`src/rtl/bitmap_index_sequencer.sv`:
```
// Emits the index of every set bit of an accepted bitmap, one per handshake, lowest- or highest-first.
// Optional macro BITMAP_SEQ_BYPASS_EN allows back-to-back bitmaps with no idle bubble.
module bitmap_index_sequencer #(
    parameter int unsigned WIDTH = 32,
    parameter logic        MODE  = 1'b0,
    localparam int unsigned IdxWidth = $clog2(WIDTH),
    localparam int unsigned CntWidth = $clog2(WIDTH + 1)
) (
    input  logic                clk_i,
    input  logic                rst_ni,
    input  logic                flush_i,
    input  logic                mask_valid_i,
    output logic                mask_ready_o,
    input  logic [WIDTH-1:0]    mask_i,
    output logic                idx_valid_o,
    input  logic                idx_ready_i,
    output logic [IdxWidth-1:0] idx_o,
    output logic                last_o,
    output logic [CntWidth-1:0] count_o,
    output logic                done_o,
    output logic                busy_o
);

    if (WIDTH < 2) begin : g_width_check
        $error("bitmap_index_sequencer: WIDTH must be >= 2");
    end

    localparam logic [0:0] StIdle = 1'b0;
    localparam logic [0:0] StRun  = 1'b1;

    logic [0:0]          r_state, w_state_nxt;
    logic [WIDTH-1:0]    r_pending, w_pending_nxt;
    logic [CntWidth-1:0] r_count, w_count_nxt;
    logic                r_done, w_done_nxt;

    logic [IdxWidth-1:0] w_idx;
    logic                w_last;
    logic [WIDTH-1:0]    w_clear;
    logic                w_mask_hs;
    logic                w_idx_hs;

    // Leading/trailing-zero count on the pending bits selects the next index.
    always_comb begin
        w_idx = '0;
        if (MODE == 1'b0) begin
            for (int i = int'(WIDTH) - 1; i >= 0; i--) begin
                if (r_pending[i]) w_idx = IdxWidth'(i);
            end
        end else begin
            for (int i = 0; i < int'(WIDTH); i++) begin
                if (r_pending[i]) w_idx = IdxWidth'(i);
            end
        end
    end

    assign w_last  = ((r_pending & (r_pending - WIDTH'(1))) == '0);
    assign w_clear = WIDTH'(1) << w_idx;

`ifdef BITMAP_SEQ_BYPASS_EN
    assign mask_ready_o = (r_state == StIdle) ? 1'b1 : (idx_ready_i & w_last & ~flush_i);
`else
    assign mask_ready_o = (r_state == StIdle);
`endif

    assign idx_valid_o = (r_state == StRun);
    assign busy_o      = (r_state == StRun);
    assign idx_o       = w_idx;
    assign last_o      = w_last;
    assign count_o     = r_count;
    assign done_o      = r_done;

    assign w_mask_hs = mask_valid_i & mask_ready_o;
    assign w_idx_hs  = idx_valid_o & idx_ready_i;

    always_comb begin
        w_state_nxt   = r_state;
        w_pending_nxt = r_pending;
        w_count_nxt   = r_count;
        w_done_nxt    = 1'b0;
        if (flush_i) begin
            w_state_nxt   = StIdle;
            w_pending_nxt = '0;
        end else if (r_state == StIdle) begin
            if (w_mask_hs) begin
                w_pending_nxt = mask_i;
                w_count_nxt   = '0;
                if (mask_i == '0) w_done_nxt = 1'b1;
                else              w_state_nxt = StRun;
            end
        end else if (w_idx_hs) begin
            w_pending_nxt = r_pending & ~w_clear;
            w_count_nxt   = r_count + CntWidth'(1);
            if (w_last) begin
                w_done_nxt  = 1'b1;
                w_state_nxt = StIdle;
                // Only reachable with bypass: new bitmap replaces the drained one in the same cycle.
                if (w_mask_hs) begin
                    w_pending_nxt = mask_i;
                    w_count_nxt   = '0;
                    if (mask_i != '0) w_state_nxt = StRun;
                end
            end
        end
    end

    always_ff @(posedge clk_i or negedge rst_ni) begin
        if (!rst_ni) begin
            r_state   <= StIdle;
            r_pending <= '0;
            r_count   <= '0;
            r_done    <= 1'b0;
        end else begin
            r_state   <= w_state_nxt;
            r_pending <= w_pending_nxt;
            r_count   <= w_count_nxt;
            r_done    <= w_done_nxt;
        end
    end

endmodule

```
`config.mk`:
```
export PLATFORM = sky130hd
export DESIGN_NAME = bitmap_index_sequencer
export DESIGN_NICKNAME = d
export VERILOG_FILES = /design/src/rtl/bitmap_index_sequencer.sv
export SDC_FILE = /design/constraint.sdc
export NUM_CORES = 1
export LEC_CHECK = 0
export BUFFER_PORTS_ARGS = -buffer_cell sky130_fd_sc_hd__buf_2
export CAP_MARGIN = 40
export CORE_MARGIN = 3
export CORE_UTILIZATION = 62
export CTS_BUF_LIST = sky130_fd_sc_hd__clkbuf_4
export CTS_CLUSTER_SIZE = 40
export DETAILED_ROUTE_END_ITERATION = 6
export PLACE_DENSITY = 0.88
export SKIP_CTS_REPAIR_TIMING = 1
export SLEW_MARGIN = 0
export SYNTH_ARGS = -nofsm -noshare
export SYNTH_HDL_FRONTEND = slang
export SYNTH_SLANG_ARGS = --single-unit
```
`constraint.sdc`:
```
create_clock -name clk_i -period 5.85 [get_ports clk_i]
set_input_delay 0.585 -clock clk_i [delete_from_list [all_inputs] [get_ports clk_i]]
set_output_delay 0.585 -clock clk_i [all_outputs]
set_load 0.1 [all_outputs]
```
# Word level (Yosys, flattened, before mapping)

Index checks and enable logic that the tools add are counted.

Bits in registers: 40
Input port bits: 37
Output and inout port bits: 16
Word-level logic and storage cells: 80

$add $sub $neg: 2
Equality and inequality tests: 2
Shift operators: 1
Mux-type cells: 57
Bitwise operators: 7
Reductions and logical operators: 7

Operator list:

| operator                                               | number |
|---|---|
| 2-to-1 mux 32 bit                                      | 6 |
| 2-to-1 mux 5 bit                                       | 32 |
| AND 32 bit                                             | 2 |
| logical NOT 32 bit                                     | 2 |
| inverter 32 bit                                        | 1 |
| nonzero test 32 bit                                    | 1 |
| << shifter 1 x 5 -> 32 bit (first input constant)      | 1 |
| subtractor 32 x 1 -> 32 bit (second input constant)    | 1 |
| 2-to-1 mux 6 bit                                       | 5 |
| 2-to-1 mux 1 bit                                       | 14 |
| adder 6 x 1 -> 6 bit (second input constant)           | 1 |
| inequality test 3 x 2 -> 1 bit (second input constant) | 1 |
| AND reduction 3 bit                                    | 1 |
| nonzero test 3 bit                                     | 1 |
| AND 1 bit                                              | 2 |
| inequality test 2 x 1 -> 1 bit (second input constant) | 1 |
| inverter 1 bit                                         | 2 |
| AND reduction 2 bit                                    | 1 |
| nonzero test 2 bit                                     | 1 |

# Logic depth before layout (Yosys ltp)

Depth after elaboration: 40
Gate-level depth with buffers: 10
Mapped depth without buffers: 8

# Worst setup path before layout

OpenSTA, ideal clock, no wires.

Kind: flip-flop to flip-flop
From: register r_pending[3]
To: register r_pending[31]
Library setup time: 133 ps
Arrival: 3,896 ps
Data required time: 5,717 ps
Path slack: 1,821 ps
Cell stages (with the launch flop): 10
Buffers on the path: 3
Clock period less this slack: 4,029 ps
Path through: dfrtp_1 > buf_6 > or4_4 > buf_6 > or4_4 > buf_6 > a31oi_1 > nand2_1 > o311ai_0 > nand2_1

Longest elaborated chain between the ends: 12
Elaborated cells on any way between the ends: 15
Those cells by class: add/sub: 1; shift: 1; mux: 9; bitwise: 3; reduce/logical: 1

RTL lines:

| item                               | line | RTL |
|---|---|---|
| from (decl)                        | 32   | `logic [WIDTH-1:0] r_pending, w_pending_nxt;` |
| from (signal assigned)             | 114  | `r_pending <= w_pending_nxt;` |
| 2-to-1 mux 5 bit (*) (4 in series) | 47   | `if (r_pending[i]) w_idx = IdxWidth'(i);` |
| via idx_o[4]                       | 17   | `output logic [IdxWidth-1:0] idx_o,` |
| << shifter 1 x 5 -> 32 bit (*)     | 57   | `assign w_clear = WIDTH'(1) << w_idx;` |
| inverter 32 bit (*)                | 91   | `w_pending_nxt = r_pending & ~w_clear;` |
| AND 32 bit (*)                     | 91   |  |
| 2-to-1 mux 32 bit                  | 97   | `if (w_mask_hs) begin` |
| 2-to-1 mux 32 bit (*)              | 93   | `if (w_last) begin` |
| 2-to-1 mux 32 bit (*)              | 90   | `end else if (w_idx_hs) begin` |
| 2-to-1 mux 32 bit (*)              | 83   | `end else if (r_state == StIdle) begin` |
| 2-to-1 mux 32 bit (*)              | 80   | `if (flush_i) begin` |

Mark *: on every way through the listed nets, which the timed path passes. The rest lies on a longest branch. The select of a mux whose other input is x is not followed.
A chain may end at the register's enable or synchronous reset.

# Final worst setup path

From: register r_pending[11]
To: output last_o

Longest elaborated chain between the ends: 3

RTL lines:

| item                        | line | RTL |
|---|---|---|
| subtractor 32 x 1 -> 32 bit | 56   | `assign w_last = ((r_pending & (r_pending - WIDTH'(1))) == '0);` |
| AND 32 bit (*)              | 56   |  |
| logical NOT 32 bit (*)      | 56   |  |
| to (decl)                   | 18   | `output logic last_o,` |

Every way passes the cells marked *; elsewhere a longest branch is shown, timed or not.

==> results.yml <==
outcome:
  status: "finished, final reports clean"
cts:
  cts_max_level: 2
  cts_tree: "yes"
  clock_latency_ns: 0.36
  cts_root_buf: "clkbuf_4"
  cts_inserted_buffers: 5
  cts.reportedPaths.clkPinSlew_ns: 0.12
  cts_sinks: 40
  clk_path_buf_depth: 2
floorplanning:
  start_util_pct: 65.42
  num_rows: 24
  die_h_um: 74.25
  die-area_um2: 5512
  die_w_um: 74.25
  core_region_area_um2: 4414
  io_pins: 53
power_and_ir_drop:
  p_per_area_nw_per_um2: 290.6
  power_mw: 0.8919
  cellLeakagePower_nw: 1.376
  ir_worst_vdd_mv: 0.2039
synth:
  synth_nets: 372
  ys.flop_type: "dfrtp_1"
  synth_area_leader_cell: "dfrtp_1"
  synthesis.area_um2: 2888
  yosysWarnings: 0
  synth_edf_count: 0
  synthArstFlopShare_pct: 100.0
  synth_seq_cells: 40
  synth_area_leaders: "dfrtp_1 (35%), a22o_1 (5.8%), nor2_1 (4.2%), nand2_1 (4.0%), o21ai_0 (4.0%)"
  syn_area_per_cell_um2: 8.646
  syn_inst: 334
  yosysSeqAreaShare_pct: 34.66
  ys_types: 65
  synth_top_area_share_pct: 34.66
route:
  wl_per_cell_um: 19.76
  viasPerCell: 7.026
  drt-pass1-iter-count: 7
  met3_length_um: 718
  post-route-drc-count: 0
  highest_layer: "met4"
  dr_wl_met2_um: 3765
  drt-total-wl_um: 8337
  ant_nets: 0
  drt_iter0_markers: 377
  vias: 2965
  wl_met1_um: 3650
final_layout:
  area_delta_synth_final_pct: 6.282
  diodes: 0
  fillers: 368
  final_cells: 422
  drive_gt1_share_pct: 21.89
  layout.nets: 407
  design_area_um2: 3069
worst_setup_path:
  critPathLaunchType: "register"
  worstSetupPathType: "register to primary output"
  critPathCaptureType: "primary output"
  r2r_slack_ns: 2.90
  critPathRequiredTime_ns: 5.27
  critPathMaxFanout: 10
  worstPathArrival_ns: 3.55
  ff2ff_path_depth: 7
grt:
  grt_antenna_before_repair: 0
  grt_max_degree: 22
  grtUsageTotal_pct: 32.22
  grt_overflow_total: 0
  first_global_vias: 2703
  grt_pass1_wl_um: 13550
place:
  dp_hpwl_um: 6171
  numPortBuffers: 52
  placedCellCount: 414
  place_congestion: 0.9921
  place_area_um2: 3018
timing:
  worst_pin_slew_ns: 0.9216
  final.min_clock_period_ns: 4.134
  hold_viol_final: 0
  slew_viol_final: 0
  max_freq_ghz: 0.2419
  setup_violations: 0
  rsz0062_at_grt: "no"
  final.setup.tns_ns: 0
  fin_crit_sh_pct: 70.67
  holdWs_ns: 0.1794
  fin_worst_skew_ns: 0.01069
  relSlewSlack_pct: 37.99
worst_hold_path:
  hold_class: "input port to async pin"
job:
  maxCapViolations: 0
==> Yosys cell counts, types with 8 or more instances <==
master and n:
nor2_1 32, nand2_1 31, a31oi_1 8, a21oi_1 13
nor4_1 18, clkbuf_1 12, inv_1 13, o21ai_0 23
dfrtp_1 40, a22o_1 19, nor3_1 16
==> layout by cell type (no fill, tap or decap), types with 2 or more instances in the layout <==
| master | Yosys | layout |
|---|---|---|
| nand2b_1 | 6 | 6 |
| o31ai_1 | 3 | 3 |
| nand3_1 | 3 | 3 |
| nand2_1 | 31 | 31 |
| or4_4 | 3 | 3 |
| nor3_1 | 16 | 16 |
| nor4_1 | 18 | 18 |
| o41ai_1 | 3 | 3 |
| o21ai_0 | 23 | 23 |
| nand4_1 | 6 | 6 |
| or4_1 | 4 | 4 |
| a22oi_1 | 6 | 6 |
| a21o_1 | 2 | 2 |
| a221oi_1 | 2 | 2 |
| xor2_1 | 3 | 3 |
| a31oi_1 | 8 | 8 |
| a22o_1 | 19 | 19 |
| or2_2 | 4 | 4 |
| a2111oi_0 | 3 | 3 |
| inv_1 | 13 | 13 |
| a32o_1 | 4 | 4 |
| o311ai_0 | 4 | 4 |
| nor2_1 | 32 | 31 |
| clkbuf_4 | 0 | 5 |
| buf_4 | 3 | 3 |
| a21oi_1 | 13 | 13 |
| clkinv_2 | 0 | 2 |
| buf_2 | 1 | 52 |
| a211oi_1 | 2 | 2 |
| or4_2 | 2 | 2 |
| nor2b_1 | 3 | 3 |
| dfrtp_1 | 40 | 40 |
==> metrics by stage <==
step,utilization [%],setup WS (ns)
6_report,69.53,1.716
5_1_grt,69.53,1.537
2_1_floorplan,-,1.821
3_5_place_dp,68.37,2.178
3_3_place_gp,67.74,2.179
4_1_cts,69.53,1.755
==> cell type report <==
cell class / count / area, um2 / area share (%)
clock buffer: 5 / 37.54 / 1.223
clock inverter: 3 / 13.76 / 0.4484
inverter: 13 / 48.80 / 1.590
multi-input combinational: 253 / 1593 / 51.90
sequential: 40 / 1001 / 32.61
tap: 52 / 65.06 / 2.120
timing repair buffer: 56 / 310.3 / 10.11
==> path summary, 6_finish.rpt <==
kind / startpoint / end
setup / recovery: r_pending[11]$_DFFE_PN0P_ / last_o
hold / removal: rst_ni / r_pending[9]$_DFFE_PN0P_
setup reg to reg: r_pending[11]$_DFFE_PN0P_ / busy_o$_DFF_PN0_
hold reg to reg: count_o[0]$_DFFE_PN0P_ / count_o[0]$_DFFE_PN0P_
max in group asynchronous: rst_ni / r_pending[27]$_DFFE_PN0P_
min in group clk_i: idx_ready_i / busy_o$_DFF_PN0_
==> power breakdown <==
group	internal [mW]	switching [mW]	total, mW
Clock	0.0442	0.0956	0.140
Sequential	0.299	0.0449	0.344
Combinational	0.112	0.297	0.408
==> metal layers <==
layer / vias up / GRT usage (%)
li1: 1349 / -
met1: 1441 / 45.60
met2: 152 / 48.72
met3: 23 / 7.027
met4: 0 / 11.86
met5: - / 0
==> sequential cells by signal, indices dropped and copies added (netlist names) <==
register and count:
done_o 1, r_pending 32, count_o 6, busy_o 1
==> logic make-up after synthesis <==
| logic type | synth area share [%] |
|---|---|
| flops | 34.66 |
| xor+xnor | 1.213 |
| fa+ha+maj | 1.170 |
| buf+inv | 10.27 |
| simple gates | 25.56 |
| compound gates | 27.12 |
==> worst max-delay path: stages, from the launching register on <==
cell and delay, ns:
dfrtp_1 0.53, or4_1 0.68, nor4_4 0.41, nand2_1 0.25, a2111oi_0 0.44, o311a_1 0.21, and4b_1 0.23, buf_2 0.45
Power figures use the tool's default switching activity.
